## src/rtl/led_display_phy.sv

```systemverilog
// led_display_phy: serialises one HUB75 double-row onto six colour lines with a
// generated bit clock, then drives the row address and pulses the latch.
// Latency: column 0 is on the pins the cycle after accept; a row occupies
//   2*HALF*(NUM_COLS+1) cycles from accept until ready returns.
// Backpressure: row_ready_out is low from accept until the latch pulse ends;
//   row_valid_in is ignored while it is low.
//
// Ports:
//   clk_in, n_reset_in          single clock, synchronous active-low reset
//   row_in / row_address_in     six NUM_COLS-bit colour slices + double-row address
//   row_valid_in / row_ready_out  valid/ready handshake with the frame-RAM side
//   *_top_out / *_bot_out       serial colour data, one bit per column
//   bit_clk_out                 panel shift clock (panel samples on rising edge)
//   latch_out / address_out     panel latch enable and row address
module led_display_phy #(
  parameter int SYS_CLK_FREQ = 100_000_000,
  parameter int BCLK_FREQ    = 21_000_000,
  parameter int NUM_COLS     = 64,
  parameter int NUM_ROWS     = 32,
  localparam int ADDR_W      = $clog2(NUM_ROWS / 2)
) (
  input  logic                  clk_in,
  input  logic                  n_reset_in,
  input  logic [6*NUM_COLS-1:0] row_in,
  input  logic                  row_valid_in,
  output logic                  row_ready_out,
  input  logic [ADDR_W-1:0]     row_address_in,
  output logic                  latch_out,
  output logic                  red_top_out,
  output logic                  green_top_out,
  output logic                  blue_top_out,
  output logic                  red_bot_out,
  output logic                  green_bot_out,
  output logic                  blue_bot_out,
  output logic                  bit_clk_out,
  output logic [ADDR_W-1:0]     address_out
);

  // Half bit-clock period in system cycles, never below one.
  localparam int HALF_RAW = SYS_CLK_FREQ / (2 * BCLK_FREQ);
  localparam int HALF     = (HALF_RAW < 1) ? 1 : HALF_RAW;
  localparam int BIT_CYC  = 2 * HALF;
  localparam int PH_W     = $clog2(BIT_CYC);
  localparam int COL_W    = (NUM_COLS > 1) ? $clog2(NUM_COLS) : 1;

  localparam logic [PH_W-1:0]  PH_LAST  = PH_W'(BIT_CYC - 1);
  localparam logic [PH_W-1:0]  HALF_M1  = PH_W'(HALF - 1);
  localparam logic [COL_W-1:0] COL_LAST = COL_W'(NUM_COLS - 1);

  localparam logic [1:0] S_IDLE  = 2'd0;
  localparam logic [1:0] S_SHIFT = 2'd1;
  localparam logic [1:0] S_LATCH = 2'd2;

  logic [1:0]            r_state;
  logic                  r_arm;
  logic                  r_ready;
  logic                  r_latch;
  logic                  r_bclk;
  logic [5:0]            r_pix;
  logic [ADDR_W-1:0]     r_addr_out;
  logic [ADDR_W-1:0]     r_addr_cap;
  logic [6*NUM_COLS-1:0] r_row;
  logic [PH_W-1:0]       r_phase;
  logic [COL_W-1:0]      r_col;

  logic [COL_W-1:0]      w_col_nxt;
  logic [5:0]            w_pix_first;
  logic [5:0]            w_pix_nxt;
  logic                  w_bit_end;
  logic                  w_last_col;

  assign w_col_nxt  = r_col + COL_W'(1);
  assign w_bit_end  = (r_phase == PH_LAST);
  assign w_last_col = (r_col == COL_LAST);

  // Column 0 comes straight from the input so it is on the pins the cycle
  // after accept; later columns come from the captured copy.
  always_comb begin
    w_pix_first = '0;
    w_pix_nxt   = '0;
    for (int k = 0; k < 6; k++) begin
      w_pix_first[k] = row_in[k*NUM_COLS];
      w_pix_nxt[k]   = r_row[k*NUM_COLS + int'(w_col_nxt)];
    end
  end

  always_ff @(posedge clk_in) begin
    if (!n_reset_in) begin
      r_state    <= S_IDLE;
      r_arm      <= 1'b0;
      r_ready    <= 1'b0;
      r_latch    <= 1'b0;
      r_bclk     <= 1'b0;
      r_pix      <= '0;
      r_addr_out <= '0;
      r_addr_cap <= '0;
      r_row      <= '0;
      r_phase    <= '0;
      r_col      <= '0;
    end else begin
      case (r_state)
        S_IDLE: begin
          // r_arm delays the first ready after reset by one cycle.
          r_arm   <= 1'b1;
          r_latch <= 1'b0;
          r_bclk  <= 1'b0;
          r_pix   <= '0;
          if (r_ready && row_valid_in) begin
            r_row      <= row_in;
            r_addr_cap <= row_address_in;
            r_ready    <= 1'b0;
            r_pix      <= w_pix_first;
            r_phase    <= '0;
            r_col      <= '0;
            r_state    <= S_SHIFT;
          end else begin
            r_ready <= r_arm;
          end
        end

        S_SHIFT: begin
          if (w_bit_end) begin
            // End of a high phase: bit clock falls together with the data
            // change, so data only moves while the clock is low.
            r_phase <= '0;
            r_bclk  <= 1'b0;
            if (w_last_col) begin
              r_pix      <= '0;
              r_latch    <= 1'b1;
              r_addr_out <= r_addr_cap;
              r_state    <= S_LATCH;
            end else begin
              r_col <= w_col_nxt;
              r_pix <= w_pix_nxt;
            end
          end else begin
            r_phase <= r_phase + PH_W'(1);
            // Next phase index >= HALF means the high half of the bit.
            r_bclk  <= (r_phase >= HALF_M1);
          end
        end

        S_LATCH: begin
          if (w_bit_end) begin
            r_phase <= '0;
            r_latch <= 1'b0;
            r_ready <= 1'b1;
            r_state <= S_IDLE;
          end else begin
            r_phase <= r_phase + PH_W'(1);
          end
        end

        default: begin
          r_state <= S_IDLE;
          r_ready <= 1'b0;
          r_latch <= 1'b0;
          r_bclk  <= 1'b0;
          r_pix   <= '0;
          r_phase <= '0;
        end
      endcase
    end
  end

  assign row_ready_out = r_ready;
  assign latch_out     = r_latch;
  assign bit_clk_out   = r_bclk;
  assign address_out   = r_addr_out;
  assign red_top_out   = r_pix[0];
  assign green_top_out = r_pix[1];
  assign blue_top_out  = r_pix[2];
  assign red_bot_out   = r_pix[3];
  assign green_bot_out = r_pix[4];
  assign blue_bot_out  = r_pix[5];

endmodule

```

## config.mk

```make
export PLATFORM = sky130hd
export DESIGN_NAME = led_display_phy
export DESIGN_NICKNAME = d
export VERILOG_FILES = /design/src/rtl/led_display_phy.sv
export SDC_FILE = /design/constraint.sdc
export NUM_CORES = 1
export LEC_CHECK = 0
export BUFFER_PORTS_ARGS = -buffer_cell sky130_fd_sc_hd__buf_2
export CELL_PAD_IN_SITES_DETAIL_PLACEMENT = 1
export CELL_PAD_IN_SITES_GLOBAL_PLACEMENT = 1
export CORE_AREA = 2 2 237 239
export CTS_CLUSTER_DIAMETER = 40
export CTS_CLUSTER_SIZE = 14
export DETAILED_ROUTE_END_ITERATION = 8
export DIE_AREA = 0 0 239 241
export HOLD_SLACK_MARGIN = 0.15
export PLACE_DENSITY_LB_ADDON = 0.1
export SLEW_MARGIN = 10
export SYNTH_ARGS = -nofsm -noshare
export SYNTH_HDL_FRONTEND = slang
export SYNTH_SLANG_ARGS = --single-unit
```

## constraint.sdc

```tcl
create_clock -name clk_in -period 2.33 [get_ports clk_in]
set_input_delay 0.233 -clock clk_in [delete_from_list [all_inputs] [get_ports clk_in]]
set_output_delay 0.233 -clock clk_in [all_outputs]
set_load 0.005 [all_outputs]
```

=== Word-level counts from Yosys, hierarchy flattened ===
Index checks and enable logic that the tools add are counted.

* Flip-flop bits (word level): 412
* Output and inout bits: 13

* Add/sub/neg operators: 7
* $lt $le $gt $ge: 7
* Equal/unequal tests: 9
* Mux-type cells: 42
* Bitwise logic cells: 2
* Reductions and logical operators: 11

{| class="wikitable"
|+ Operator list
! cell !! count
|-
| $bmux W1 S9 || 5
|-
| $mux W6 || 6
|-
| $add A9 B6 Y10 const A || 2
|-
| $lt A10 B10 Y1 const B || 2
|-
| $lt A9 B10 Y1 const B || 2
|-
| $add A8 B6 Y9 const A || 2
|-
| $pmux W6 S3 || 1
|-
| $mux W1 || 17
|-
| $mux W2 || 6
|-
| $pmux W6 S2 || 1
|-
| $lt A6 B10 Y1 const B || 1
|-
| $lt A8 B10 Y1 const B || 1
|-
| $ne A2 B2 Y1 const B || 5
|-
| $add A7 B6 Y8 const A || 1
|-
| $reduce_and A4 Y1 || 2
|-
| $add A6 B1 Y6 const B || 1
|-
| $bmux W1 S6 || 1
|-
| $eq A6 B6 Y1 const B || 1
|-
| $pmux W2 S3 || 1
|-
| $reduce_and A2 Y1 || 3
|-
| $reduce_and A3 Y1 || 2
|-
| $eq A2 B2 Y1 const B || 2
|-
| $pmux W1 S2 || 2
|-
| $pmux W2 S2 || 1
|-
| other kinds (9) || 10
|}

=== Longest topological paths before layout ===
Gate-level depths: netlist of the first run.

* Depth after elaboration: 8
* Gate-level depth with buffers: 10
* Mapped depth without buffers: 8

=== Worst setup path after synthesis of the first run ===
No wires, ideal clock.

* Path kind: reg-to-reg
* Start point: register r_col[0]
* End point: register r_pix[0]
* Arrival: 2.013 ns
* Required time: 2.208 ns
* Slack: 0.195 ns
* Cell stages (with the launch flop): 10
* Path buffers: 3
* Path through: dfxtp_1 -> ha_1 -> buf_2 -> buf_4 -> buf_2 -> mux4_2 -> o21ai_0 -> nand4_1 -> o22ai_1 -> o21ai_1

* Longest elaborated chain between the ends: 6

{| class="wikitable"
|+ RTL lines
! item !! RTL line !! source
|-
| start, declared || 64 || <nowiki>logic [COL_W-1:0] r_col;</nowiki>
|-
| start signal, assigned || 133 || <nowiki>r_col <= w_col_nxt;</nowiki>
|-
| $add A6 B1 Y6 || 72 || <nowiki>assign w_col_nxt = r_col + COL_W'(1);</nowiki>
|-
| $bmux W1 S6 || 83 || <nowiki>w_pix_nxt[k] = r_row[k*NUM_COLS + int'(w_col_nxt)];</nowiki>
|-
| $mux W1 (not written as such) || 83 ||
|-
| $mux W6 * || 127 || <nowiki>if (w_last_col) begin</nowiki>
|-
| $mux W6 * || 122 || <nowiki>if (w_bit_end) begin</nowiki>
|-
| $pmux W6 S3 * || 101 || <nowiki>case (r_state)</nowiki>
|-
| end signal, assigned || 112 || <nowiki>r_pix <= w_pix_first;</nowiki>
|-
| end signal, assigned || 134 || <nowiki>r_pix <= w_pix_nxt;</nowiki>
|-
| end, declared || 59 || <nowiki>logic [5:0] r_pix;</nowiki>
|}

Mark *: on every way between the ends. The rest lies on a longest branch, timed or not. The select of a mux whose other input is x is not followed.
A chain may end at the register's enable or synchronous reset.

=== Worst setup path in the final report of the first run ===
* Start point: register r_col[0]
* End point: register r_pix[2]

* Longest elaborated chain between the ends: 8

{| class="wikitable"
|+ RTL lines
! item !! RTL line
|-
| $add A6 B1 Y6 || 72
|-
| $add A8 B6 Y9 || 83
|-
| $bmux W1 S9 || 83
|-
| $mux W1 (not written as such) (2 in series) || 83
|-
| $mux W6 * || 127
|-
| $mux W6 * || 122
|-
| $pmux W6 S3 * || 101
|}

Marked as above.

==> results.cfg, run 1 <==
[final_layout]
final_cell_mix = nand2_1 (808), dfxtp_1 (411), buf_2 (402)
nNetsFinal = 3260
final_common_cell = nand2_1
stdcell_count = 3636
area_growth_pct = 52.5
multi_input_area_um2 = 9710
ff_latch_area_um2 = 8250
post_route_cells_drive_above_1_share = 0.247
fillers = 6263
stdcell_area_um2 = 28300

[floorplan]
dieArea_um2 = 57600
core_um2 = 54900
die_y_um = 241
std_cell_rows = 86
fp.dieW_um = 239
initial_core_util = 0.339
ios = 404

[yosys]
synth_seq_area_share = 0.444
yosys-top-cells-area = dfxtp_1 (44%), nand2_1 (16%), a21boi_0 (16%)
async_flop_share = 0
syn_area_um2 = 18600
synth_top_area_frac = 0.444
avgSynthCellArea_um2 = 8.88
synth_top_cell_by_area = dfxtp_1
synth_fp_nets = 2489
synth_cell_types = 53
synth_warnings = 0
ys_ff_latch = 412
synth_cells = 2093
synth_flop_cell = dfxtp_1
synth-edff-count = 0

[route]
drc = 0
drt_first_pass_iters = 4
wl_um = 73200
antenna_left = 0
via_count = 18300
drtIter0Drc = 860
via_per_inst = 5.02
wl_per_cell_um = 20.1

[sta]
drv_slew = 0
setup_viol = 0
hold_viol_final = 0
fmax_ghz = 0.442
worst_pin_slew_ns = 0.986
relSlewSlack = 0.342
layout_min_cycle_time_ns = 2.26
finalCritPeriodShare = 0.970
fin_worst_skew_ns = 0.0221
rsz0062_at_grt = yes

[critical_path]
cpMostUsedCell = o21ai_1
startpoint_type = register
worstPathRequired_ns = 2.81
cp.arrival_ns = 2.74
crit_chain = ha_4, buf_12, clkbuf_16, buf_4, mux4_2, o21ai_1, nand3_1, o22ai_2, o21ai_1
critPathMaxFanout = 7
path_class = register to register
endpoint_kind = register
cpPeakStageDelay_ns = 0.48
crit_slowest_cell = mux4_2

[placement]
dp_cells = 3093
port-buffer-count = 403
hpwlAfterDp_um = 45500
gp_congestion = 0.780
placed_area_um2 = 21600

[global_routing]
grt_pass1_vias = 20000
grt_pass1_wl_um = 111000
antenna_found_initial = 8
grtUsageTotal = 0.251
grt_max_degree = 264
gr-total-overflow = 0

[clock_network]
clk_path_buf_depth = 3
root_buffer = clkbuf_16
h-tree-depth = 3
clock-sinks = 412
path_clk_slew_ns = 0.05
cts_tree = yes
numCtsBuffers = 76
clk_latency_ns = 0.60

[hold_path]
hp-class = input port to register

[status]
status = complete, no violations

[power_and_ir_drop]
leakagePower_nw = 10.7
peakVddDrop_mv = 0.468
powerDensity_nw_per_um2 = 750

[job]
max_cap_violations = 0
==> cells by family (layout without fill, tap and decap cells) <==
logic type,after synthesis,after routing,synth area share
adders and majority gates,5,5,0.00337
buffers and inverters,177,1010,0.0392
muxes,123,123,0.131
and+or+nand+nor,877,877,0.185
xor gates and xnor gates,3,3,0.00283
other,0,6,0
AOI/OAI and AO/OA,496,496,0.195
DFF,412,412,0.444
==> layer usage <==
| metal | share of wire | vias to the layer above | track usage |
|---|---|---|---|
| li1 | - | 8675 | - |
| met1 | 0.41 | 8948 | 0.293 |
| met2 | 0.51 | 469 | 0.447 |
| met3 | 0.038 | 174 | 0.0460 |
| met4 | 0.043 | 4 | 0.116 |
| met5 | 0.00037 | - | 0 |
==> cell usage after synthesis, types with 3 or more instances <==
library cell / n
buf_4: 8
clkbuf_1: 139
a221oi_1: 6
dfxtp_1: 412
nand3b_1: 3
buf_2: 19
nand2_1: 808
a21boi_0: 393
o21ai_1: 5
nor2b_1: 11
nand4_1: 8
and3_1: 3
inv_1: 5
buf_1: 3
nand2b_1: 3
mux2i_1: 27
ha_1: 5
nand3_1: 11
nor2_1: 15
mux4_2: 96
a21oi_1: 11
a22oi_1: 13
nor3_1: 3
and2_1: 4
o22ai_1: 8
a32oi_1: 6
o21ai_0: 34
==> report_power, final <==
group | internal (mW) | switching [mW]
logic | 1.18 | 1.08
registers | 7.41 | 0.200
clock network | 7.54 | 3.83
==> state kept, by name, summed over array words and instances, names as in the netlist <==
signal / count
r_arm: 1
r_col: 6
r_row: 384
address_out: 4
r_state: 2
r_phase: 2
bit_clk_out: 1
latch_out: 1
r_addr_cap: 4
row_ready_out: 1
r_pix: 6
==> per-stage QoR <==
step / utilization / hold slack (ns) / setup TNS, ns / power (mW) / setup WS (ns)
after CTS: 0.513 / 0.178 / 0 / 21.4 / 0.0139
after detailed placement: 0.394 / 0.456 / -0.280 / 9.45 / -0.137
final: 0.516 / 0.169 / 0 / 21.2 / 0.0700
after global routing: 0.516 / 0.202 / -0.0215 / 22.1 / -0.0124
after floorplan: - / 0.378 / 0 / 8.61 / 0.195
after global placement: 0.394 / 0.449 / -0.218 / 9.40 / -0.110
==> cell type report <==
| class | instances | area share |
|---|---|---|
| Timing Repair Buffer | 865 | 0.240 |
| Antenna cell | 6 | 0.000530 |
| Clock buffer | 101 | 0.0763 |
| Inverter | 5 | 0.000662 |
| Tap cell | 704 | 0.0311 |
| Sequential cell | 412 | 0.291 |
| Multi-Input combinational cell | 1504 | 0.343 |
| Clock inverter | 39 | 0.0175 |
==> repair_timing <==
item,4_1_cts,5_1_grt
pin swaps,0,3
hold endpoints to repair,394,0
gates resized for setup,4,13
buffers inserted,0,8
setup endpoints to repair,3,5
gates cloned,0,1
hold buffers,388,0
==> worst max-delay path: cells and delay by family, from the launching register on <==
kind,cells,cell delay [ns]
compound gates,3,0.42
simple gates,1,0.11
buf+inv,3,0.43
flops,1,0.35
fa+ha+maj,1,0.34
mux,1,0.48
==> path summary, 6_finish.rpt <==
check                   from        end  slack (ns)  cells after the start
setup / recovery    r_col[0]   r_pix[2]        0.07                      9
hold / removal    n_reset_in   r_col[5]        0.17                      3
setup reg to reg    r_col[0]   r_pix[2]        0.07                      9
hold reg to reg    r_row[38]  r_row[38]        0.46                      2
No activity file was read; power rests on OpenSTA's default activity.
==> run 2, diff against run 1 <==
--- a/config.mk
+++ b/config.mk
@@ -8,13 +8,14 @@
 export BUFFER_PORTS_ARGS = -buffer_cell sky130_fd_sc_hd__buf_2
 export CELL_PAD_IN_SITES_DETAIL_PLACEMENT = 1
 export CELL_PAD_IN_SITES_GLOBAL_PLACEMENT = 1
-export CORE_AREA = 2 2 237 239
+export CORE_AREA = 2 2 216 218
 export CTS_CLUSTER_DIAMETER = 40
 export CTS_CLUSTER_SIZE = 14
 export DETAILED_ROUTE_END_ITERATION = 8
-export DIE_AREA = 0 0 239 241
+export DIE_AREA = 0 0 218 220
 export HOLD_SLACK_MARGIN = 0.15
 export PLACE_DENSITY_LB_ADDON = 0.1
+export SETUP_SLACK_MARGIN = 0.4
 export SLEW_MARGIN = 10
 export SYNTH_ARGS = -nofsm -noshare
 export SYNTH_HDL_FRONTEND = slang
==> results.cfg, run 2 (same netlist as run 1, synthesis figures left out) <==
[status]
status = complete, no violations

[route]
antenna_left = 0
wl_um = 80900
wl_per_cell_um = 22.8
via_per_inst = 5.39
drt_first_pass_iters = 5
drtIter0Drc = 1210
via_count = 19100
drc = 0

[clock_network]
h-tree-depth = 3
clock-sinks = 412
path_clk_slew_ns = 0.05
cts_tree = yes
clk_latency_ns = 0.58
clk_path_buf_depth = 3
numCtsBuffers = 67
root_buffer = clkbuf_16

[sta]
fmax_ghz = 0.442
worst_pin_slew_ns = 1.29
relSlewSlack = 0.137
setup_viol = 0
worst_slack_ns = 0.0678
hold_viol_final = 0
layout_min_cycle_time_ns = 2.26
tns_ns = 0
finalCritPeriodShare = 0.971
drv_slew = 0
fin_worst_skew_ns = 0.0226
hold_slack_ns = 0.239
rsz0062_at_grt = yes

[power_and_ir_drop]
powerDensity_nw_per_um2 = 723
power_frac_comb = 0.116
power.share.clock = 0.514
internal_power_mw = 15.5
peakVddDrop_mv = 0.540
pwr-share-seq = 0.369
power_switching_share = 0.251
power_switching_mw = 5.18
leakagePower_nw = 10.8

[floorplan]
ios = 404
fp.dieW_um = 218
initial_core_util = 0.405
die_y_um = 220
dieArea_um2 = 48000
std_cell_rows = 79
core_um2 = 45900

[global_routing]
grt_pass1_vias = 21000
grt_pass1_wl_um = 119000
grtUsageTotal = 0.323
gr-total-overflow = 0
grt_max_degree = 270
antenna_found_initial = 11

[final_layout]
fillers = 5134
area_growth_pct = 53.8
nNetsFinal = 3278
post_route_cells_drive_above_1_share = 0.265
stdcell_area_um2 = 28600
final_cell_mix = nand2_1 (807), dfxtp_1 (410), buf_2 (402)
final_common_cell = nand2_1
largest_registers = r_row x384, r_col x6, r_pix x6
max_flop_register = r_row
stdcell_count = 3552
largest_reg_flops = 384
ff_latch_area_um2 = 8250
multi_input_area_um2 = 9880

[critical_path]
cp.arrival_ns = 2.71
critPathMaxFanout = 7
endpoint_kind = register
startpoint_type = register
path_class = register to register
worstPathRequired_ns = 2.78

[placement]
hpwlAfterDp_um = 43300
placed_area_um2 = 21400
gp_congestion = 0.772
port-buffer-count = 403
pre_cts_slack_ns = -0.0285
dp_cells = 2990

[job]
max_cap_violations = 0

[hold_path]
hp-class = input port to register
## run 2: area by class of cell
class                      count  share of cell area
multi-input combinational   1504               0.346
inverter                       5            0.000657
antenna                       11            0.000964
timing repair buffer         892               0.253
tap                          607              0.0266
clock inverter                37              0.0165
clock buffer                  84              0.0675
sequential                   412               0.289
## run 2: power groups by stage
| stage | registers (mW) | clock network [mW] | logic [mW] |
|---|---|---|---|
| 2_1_floorplan | 7.67 | 0 | 0.944 |
| 3_3_place_gp | 7.73 | 0 | 1.64 |
| 3_5_place_dp | 7.75 | 0 | 1.68 |
| 4_1_cts | 7.60 | 10.7 | 2.22 |
| 5_1_grt | 7.65 | 11.0 | 2.58 |
| 6_report | 7.62 | 10.6 | 2.40 |
## run 2: per-layer routing
layer  routed length [µm]  vias up  GRT usage
met4                 4780        4      0.193
li1                     -     8717          -
met5                   24        -          0
met1                31500     9475      0.364
met3                 3390      276     0.0484
met2                41200      666      0.579
## run 2: repair_timing
item,in CTS,in global routing
pin swaps,15,18
endpoints found under the setup margin,51,72
gates cloned,6,4
gates resized for setup,48,41
hold buffers,389,0
setup buffers,19,12
hold endpoints to repair,402,0
## run 2: worst max-delay path: stages, from the launching register on
cell and delay (ns):
dfxtp_4 0.36, ha_4 0.32, buf_6 0.11, buf_12 0.13
buf_12 0.11, mux4_2 0.49, o21ai_2 0.07, nand3_1 0.10
o22ai_2 0.24, buf_4 0.16, o21ai_1 0.06
## run 2: worst paths after layout
kind,from,end,slack [ns],cells past startpoint
max reg2reg,r_col[0],r_pix[1],0.07,10
min reg2reg,r_row[364],r_row[364],0.46,2
max,r_col[0],r_pix[1],0.07,10
min,row_valid_in,r_row[33],0.24,4
## run 2: stage by stage
stage,power (mW),utilization
floorplan,8.61,-
global placement,9.37,0.466
detailed placement,9.43,0.466
CTS,20.5,0.615
global route,21.3,0.623
finish,20.6,0.623
